$ cat config.mk
export PLATFORM = sky130hd
export DESIGN_NAME = bcd_counter_chain
export DESIGN_NICKNAME = d
export VERILOG_FILES = /design/src/rtl/bcd_pkg.sv /design/src/rtl/bcd_digit_step.sv /design/src/rtl/bcd_counter_chain.sv
export SDC_FILE = /design/constraint.sdc
export NUM_CORES = 1
export LEC_CHECK = 0
export ABC_CLOCK_PERIOD_IN_PS = 5100
export BUFFER_PORTS_ARGS = -buffer_cell sky130_fd_sc_hd__buf_2
export CORE_MARGIN = 4
export CORE_UTILIZATION = 55
export DETAILED_ROUTE_END_ITERATION = 8
export PLACE_DENSITY = 0.81
export SLEW_MARGIN = 10
export SYNTH_ARGS = -nofsm -noshare
export SYNTH_HDL_FRONTEND = slang
export SYNTH_HIERARCHICAL = 1
export SYNTH_SLANG_ARGS = --single-unit
$ cat constraint.sdc
create_clock -name clk -period 5.1 [get_ports clk]
set_clock_uncertainty 0.2 [all_clocks]
set_input_delay 1.02 -clock clk [delete_from_list [all_inputs] [get_ports clk]]
set_output_delay 1.02 -clock clk [all_outputs]
set_load 0.05 [all_outputs]
$ cat src/rtl/bcd_pkg.sv
`default_nettype none
// ============================================================================
// bcd_pkg : shared BCD digit types for the TOD counter chain.
// Rev 1.0
// ============================================================================
package bcd_pkg;

   localparam int BCD_NIBBLE_W = 4;

   typedef logic [BCD_NIBBLE_W-1:0] bcd_digit_t;

   typedef struct packed {
      bcd_digit_t d;
      logic       c;
   } bcd_step_t;

endpackage
`default_nettype wire

$ cat src/rtl/bcd_digit_step.sv
`default_nettype none
// ============================================================================
// bcd_digit_step : one BCD digit's next value and carry/borrow, combinational.
// Rev 1.0
// ============================================================================
module bcd_digit_step
   import bcd_pkg::*;
(
   input  bcd_digit_t d,
   input  bcd_digit_t dmax,
   input  logic       en,
   input  logic       down,
   output bcd_digit_t q,
   output logic       co
);

   bcd_step_t step;

   // Out-of-range nibbles never equal dmax, so counting up they wrap mod 16 silently.
   always_comb begin
      step = '{d: d, c: 1'b0};
      if (en) begin
         if (!down) begin
            if (d == dmax) step = '{d: '0, c: 1'b1};
            else           step.d = d + 4'd1;
         end else begin
            if (d == '0)   step = '{d: dmax, c: 1'b1};
            else           step.d = d - 4'd1;
         end
      end
   end

   assign q  = step.d;
   assign co = step.c;

endmodule
`default_nettype wire

$ cat src/rtl/bcd_counter_chain.sv
`default_nettype none
// ============================================================================
// bcd_counter_chain : multi-digit BCD up/down counter with load, snapshot,
// alarm compare and terminal carry pulse. Rev 1.0
// ============================================================================
module bcd_counter_chain
   import bcd_pkg::*;
#(
   parameter int          NDIG      = 4,
   parameter logic [31:0] DMAX      = 32'h5959,
   parameter logic [31:0] RESET_VAL = 32'h0000
)(
   input  logic                         clk,
   input  logic                         rst_n,
   input  logic                         tick,
   input  logic                         run,
   input  logic                         dir_down,
   input  logic                         ld,
   input  logic [NDIG*BCD_NIBBLE_W-1:0] ld_val,
   input  logic                         freeze,
   input  logic [NDIG*BCD_NIBBLE_W-1:0] alarm_val,
   output logic [NDIG*BCD_NIBBLE_W-1:0] count,
   output logic [NDIG*BCD_NIBBLE_W-1:0] rd_val,
   output logic                         alarm_hit,
   output logic                         cout
);

   localparam int          W     = NDIG * BCD_NIBBLE_W;
   localparam logic [W-1:0] RST_V = RESET_VAL[W-1:0];

   logic [W-1:0]  count_q, count_d, rd_q, rd_d, step_val;
   logic [NDIG:0] carry;
   logic          step_en, wr;
   logic          alarm_q, alarm_d, cout_q, cout_d, armed_q;

   assign step_en  = tick & run & ~ld;
   assign carry[0] = step_en;

   generate
      for (genvar i = 0; i < NDIG; i++) begin : g_digit
         bcd_digit_step u_step (
            .d    (count_q[i*BCD_NIBBLE_W +: BCD_NIBBLE_W]),
            .dmax (DMAX[i*BCD_NIBBLE_W +: BCD_NIBBLE_W]),
            .en   (carry[i]),
            .down (dir_down),
            .q    (step_val[i*BCD_NIBBLE_W +: BCD_NIBBLE_W]),
            .co   (carry[i+1])
         );
      end
   endgenerate

   // armed_q masks both pulses on the first clock after reset release.
   always_comb begin
      count_d = count_q;
      cout_d  = 1'b0;
      wr      = 1'b0;
      if (ld) begin
         count_d = ld_val;
         wr      = 1'b1;
      end else if (step_en) begin
         count_d = step_val;
         cout_d  = carry[NDIG];
         wr      = 1'b1;
      end
      alarm_d = armed_q & wr & (count_d == alarm_val);
      cout_d  = cout_d & armed_q;
      rd_d    = freeze ? rd_q : count_q;
   end

   always_ff @(posedge clk or negedge rst_n) begin
      if (!rst_n) begin
         count_q <= RST_V;
         rd_q    <= RST_V;
         alarm_q <= 1'b0;
         cout_q  <= 1'b0;
         armed_q <= 1'b0;
      end else begin
         count_q <= count_d;
         rd_q    <= rd_d;
         alarm_q <= alarm_d;
         cout_q  <= cout_d;
         armed_q <= 1'b1;
      end
   end

   assign count     = count_q;
   assign rd_val    = rd_q;
   assign alarm_hit = alarm_q;
   assign cout      = cout_q;

endmodule
`default_nettype wire
; Yosys cells after proc, flatten, opt, wreduce, memory -nomap -nowiden
; Cells that the tools add are included.
[totals]
register_bits = 35
inputBits = 39
out_inout_bits = 34
elab_cells = 58
[classes]
n_addsub = 8
eq_ne = 5
mux = 30
bitwise_logic = 6
reduce_logical = 4
[op_table]
columns = op, n
row1 = $mux 5, 8
row2 = $mux 16, 2
row3 = $mux 4, 8
row4 = $add 4x1->4 const B, 4
row5 = $eq 16x16->1, 1
row6 = $logic_not 4->1, 4
row7 = $sub 4x1->4 const B, 4
row8 = $mux 1, 12
row9 = $eq 4x3->1 const B, 2
row10 = $eq 4x4->1 const B, 2
row11 = $and 1x1->1, 5
row12 = $not 1->1, 1

; Logic depth before layout (Yosys ltp)
[depth]
depth_word = 11
depth_mapped = 23
depth_no_buf = 18

; By module
; Netlist, hierarchy kept.
[by_module_without_submodules]
columns = module, n_inst, cells_per_inst, area_per_inst_um2, seq_area_each_um2
row1 = bcd_counter_chain, 1, 214, 2063.2, 875.8
row2 = bcd_digit_step at g_digit[0].u_step ..., 3, 46, 295.3, 0.0
row3 = bcd_digit_step at g_digit[3].u_step, 1, 43, 272.8, 0.0

; Worst setup path before layout
; No wires, ideal clock.
[synth_timing]
path_type = input-to-reg
from = input tick
to = register alarm_q, in the netlist alarm_hit
setup_time_ns = 0.096
t_arrival_ns = 4.299
required_ns = 4.804
slack_ns = 0.505
cell_stages = 21
path_buffers = 7
path_cell_list = and2_4 > buf_6 > buf_6 > clkbuf_1 > nor2b_1 > buf_2 > nand2_1 > nor2_1 > buf_2 > nand2_1 > nor2_1 > buf_2 > nand2_1 > nor2_1 > clkbuf_1 > a31oi_1 > and3_1 > o311ai_0 > nand4_1 > or4_1 > nor4_2
[synth_between]
elab_chain_len = 10
word_cells_on_any_way = 13
cone_classes = eq/ne (1) / mux (8) / bitwise (4)
[synth_rtl]
columns = element, line
row1 = "start, declared", bcd_counter_chain.sv:15  ; input logic tick,
row2 = $and 1x1->1 (2 in series), bcd_counter_chain.sv:36  ; assign step_en = tick & run & ~ld;
row3 = named net carry[0], bcd_counter_chain.sv:32  ; logic [NDIG:0] carry;
row4 = $mux 5, bcd_digit_step.sv:22  ; if (en) begin
row5 = named net carry[1], bcd_counter_chain.sv:32
row6 = $mux 5, bcd_digit_step.sv:22
row7 = named net carry[2], bcd_counter_chain.sv:32
row8 = $mux 5, bcd_digit_step.sv:22
row9 = named net carry[3], bcd_counter_chain.sv:32
row10 = $mux 5, bcd_digit_step.sv:22
row11 = named net step_val[13], bcd_counter_chain.sv:31  ; logic [W-1:0] count_q, count_d, rd_q, rd_d, step_val;
row12 = $mux 16, bcd_counter_chain.sv:60  ; end else if (step_en) begin
row13 = $mux 16, bcd_counter_chain.sv:57  ; if (ld) begin
row14 = $eq 16x16->1, bcd_counter_chain.sv:65  ; alarm_d = armed_q & wr & (count_d == alarm_val);
row15 = $and 1x1->1, bcd_counter_chain.sv:65
row16 = named net alarm_d, bcd_counter_chain.sv:34  ; logic alarm_q, alarm_d, cout_q, cout_d, armed_q;
row17 = "end signal, assigned", bcd_counter_chain.sv:80  ; alarm_q <= alarm_d;
row18 = "end, declared", bcd_counter_chain.sv:34
; The timed path passes the listed nets, and every way through them passes these cells.
; A chain may end at the register's enable or synchronous reset.

; Final worst setup path
[layout_timing]
from = register count_q[0], in the netlist count[0]
to = register alarm_q, in the netlist alarm_hit
[layout_between]
elab_chain_len = 11
word_cells_on_any_way = 17
cone_classes = add/sub (2) / eq/ne (2) / mux (11) / bitwise (1) / reduce/logical (1)
[layout_rtl]
columns = element, line
row1 = "start, declared", bcd_counter_chain.sv:31
row2 = "start signal, assigned", bcd_counter_chain.sv:78  ; count_q <= count_d;
row3 = $eq 4x4->1 or $logic_not 4->1 (tied branches), "bcd_digit_step.sv:24, bcd_digit_step.sv:27"
row4 = $mux 1 (on tied branches), "bcd_digit_step.sv:24, bcd_digit_step.sv:27"
row5 = $mux 5 (*), bcd_digit_step.sv:23  ; if (!down) begin
row6 = $mux 5 (*), bcd_digit_step.sv:22
row7 = named net carry[1], bcd_counter_chain.sv:32
row8 = $mux 5 (*), bcd_digit_step.sv:22
row9 = named net carry[2], bcd_counter_chain.sv:32
row10 = $mux 5 (*), bcd_digit_step.sv:22
row11 = named net carry[3], bcd_counter_chain.sv:32
row12 = $mux 5 (*), bcd_digit_step.sv:22
row13 = named net step_val[13], bcd_counter_chain.sv:31
row14 = $mux 16 (*), bcd_counter_chain.sv:60
row15 = $mux 16 (*), bcd_counter_chain.sv:57
row16 = $eq 16x16->1 (*), bcd_counter_chain.sv:65
row17 = $and 1x1->1 (*), bcd_counter_chain.sv:65
row18 = named net alarm_d, bcd_counter_chain.sv:34
; The timed path passes the listed nets; every way through them passes the cells marked *.

==> out/qor.txt <==
Main synth FF type = dfrtp_1
Starting density of the core = 0.575
Multi-input gate area = 2180 µm²
Post-synthesis cell count = 395
Core box area = 5610 µm²
Post-synth EDFFs = 0
Worst path max stage delay = 540 ps
Ys async rst share = 1.00
Vias in the first global route = 3105
1st-iter DRT viols = 246
Grt ovf = 0
Hold Fails Final Rpt = 0
Slew HR = 0.443
Critical Path Sink Type = flip-flop
Setup TNS = 0 ps
Nets = 529
Final ANT Viol Nets = 0
Mapped Area = 3220 µm²
Worst Hold Slack = 287 ps
CTS tree = built
CTS sink cnt = 35
Routed Wire Length = 8.54 mm
Post-synthesis xor/xnor area fraction = 0.0625
Post-CTS sizing = 0
Synth Area in Adders = 0.0311
Maximum vdd drop = 191 µV
Antenna diode count = 0
Reg area = 876 µm²
Slowest-stage cell, CP = or4_1
Num ports = 73
Global Route Usage Sum = 0.241
Die height = 84.5 µm
Worst Path Arrival = 4240 ps
DP Worst Slack = 694 ps
Die X = 84.5 µm
Tcrit/Tclk final = 0.832
Die footprint = 7150 µm²
Vias = 3260
Power per cell area = 264 nW/µm²
Initial antenna violation count = 0
Synth Register Bits = 35
RD Place Congestion = 0.896
Final setup fails = 0
Postcts setup bufs = 0
Clock tree buffer depth = 2
Fill count = 473
Routed wire per std cell = 15.4 µm
DRC violations left = 0
Post-CTS Hold Fix Bufs = 0
Worst reg2reg path startpoint = count[0]
Avg Cell Area, Syn = 8.16 µm²
Max-Cap Viols = 0
Root Buffer = clkbuf_8
Clock buffer count from CTS = 5
Layout area overhead = 17.2%
R2r setup slk = 860 ps
Row count = 27
Outcome = complete, no violations
Lkg Pwr = 1.72 nW
Max Fclk = 236 MHz
Synth Area in Simple Gates = 0.251
Startpoint types = flip-flop
Layout cells sized above 1 = 0.232
Cells along the critical path = inv_1 > ha_1 > or3b_4 > nand2_1 > nand2_1 > nor2_1 > nand2_1 > nor2_1 > nand2_1 > nor2_1 > a31oi_1 > and3_1 > o311ai_0 > nand4_1 > or4_1 > nor4_2
Most frequent cells in the layout = buf_2, nand2_1, dfrtp_1
RSZ-0062 raised after global routing = false
Max H-tree Level = 2
Clock transition at path regs = 80 ps
IO Port Bufs = 72
Largest net degree at the start of global routing = 66
Yosys warns = 6
HPWL Detailed = 6.09 mm
Worst path most repeated cell = nand2_1
Sequential area share after synthesis = 0.272
Slew Limit Fails = 0
Mux cell area share after synthesis = 0.0419
Crit path time final = 4240 ps
Tightest Pin Transition = 836 ps
Most common cell after layout, fill and taps aside = buf_2
CP Launch Point = count[0]
Crit-path max FO = 12
Fin worst setup slack = 859 ps
Synth Area in Compound Gates = 0.252
Hold Path Class = flip-flop to flip-flop
Pre-antenna DRT Iters = 5
Via density = 5.87
First-pass GRT wire length = 14.4 mm
Main combinational cell family by area after synthesis = compound AO/OA/AOI/OAI gates
Clk_lat worst skew = 290 ps
Setup CP Type = flip-flop to flip-flop
Distinct cells, synth = 43
Req. time, crit path = 5100 ps
Hold Startpoint = rd_val[4]
-- sequential cells by signal (all words and copies together), names as in the netlist --
register,count
alarm_hit,1
armed_q,1
count,16
cout,1
rd_val,16
-- critical path: cells and delay by family, from the launching register on --
kind	cells	cell delay [ps]
adders and majority gates	1	250
and+or+nand+nor	12	2450
buffers and inverters	1	170
AOI/OAI and AO/OA	2	550
DFF	1	520
-- layout make-up --
type                       count  area share
sequential                    35       0.232
clock inverter                 1     0.00199
clock buffer                   7      0.0255
inverter                      31      0.0308
multi-input combinational    331       0.579
timing repair buffer          78       0.107
tap                           72      0.0239
-- logic make-up after synthesis --
logic type / count (synthesis)
compound gates: 105
fa+ha+maj: 8
buf+inv: 61
simple gates: 149
other cells: 2
xor+xnor: 23
flops: 35
mux: 12
-- metrics by stage --
step                      total power [mW]  instances  cell area [µm²]  utilization
after floorplan                      0.667        427             3340            -
after global placement               0.758        547             3670        0.655
after detailed placement             0.769        547             3670        0.655
after CTS                             1.00        555             3780        0.673
after global routing                  1.06        555             3780        0.673
final                                0.995        555             3780        0.673
-- layer usage --
layer,routed length (µm),up-vias,global-route usage
li1,-,1581,-
met1,3700,1529,0.317
met2,4090,132,0.398
met3,541,18,0.0363
met4,200,0,0.0950
met5,0,-,0
-- path summary, 6_finish.rpt --
kind / endpoint / cells after the start
worst max-delay path: alarm_hit / 16
worst min-delay path: rd_val[4] / 2
worst max register to register: alarm_hit / 16
worst min register to register: rd_val[4] / 2
max in group asynchronous: count[4] / 1
min in group asynchronous: rd_val[0] / 1
-- power by group --
part           switching, mW  internal (mW)  leakage [nW]
registers             0.0516          0.309         0.432
logic                  0.269          0.137          1.24
clock network          0.105          0.123        0.0505
total                  0.426          0.569          1.72
-- synth_stat cells (5+ instances only) --
cell type / number / area share
nand2_1: 51 / 0.059
dfrtp_1: 35 / 0.27
inv_1: 31 / 0.036
nor2_1: 23 / 0.027
o21ai_0: 23 / 0.036
xnor2_1: 23 / 0.063
buf_2: 17 / 0.026
nand2b_1: 16 / 0.031
nand4b_1: 16 / 0.043
and3_1: 13 / 0.025
mux2_2: 12 / 0.042
o211ai_1: 12 / 0.028
o311ai_1: 10 / 0.027
a31oi_1: 8 / 0.016
ha_1: 8 / 0.031
o2111ai_1: 8 / 0.022
a21boi_0: 7 / 0.016
clkbuf_1: 7 / 0.0082
nand4_1: 7 / 0.014
o311ai_0: 7 / 0.019
nand3_1: 6 / 0.0093
o221ai_1: 5 / 0.014
No activity file was read; power rests on OpenSTA's default activity.
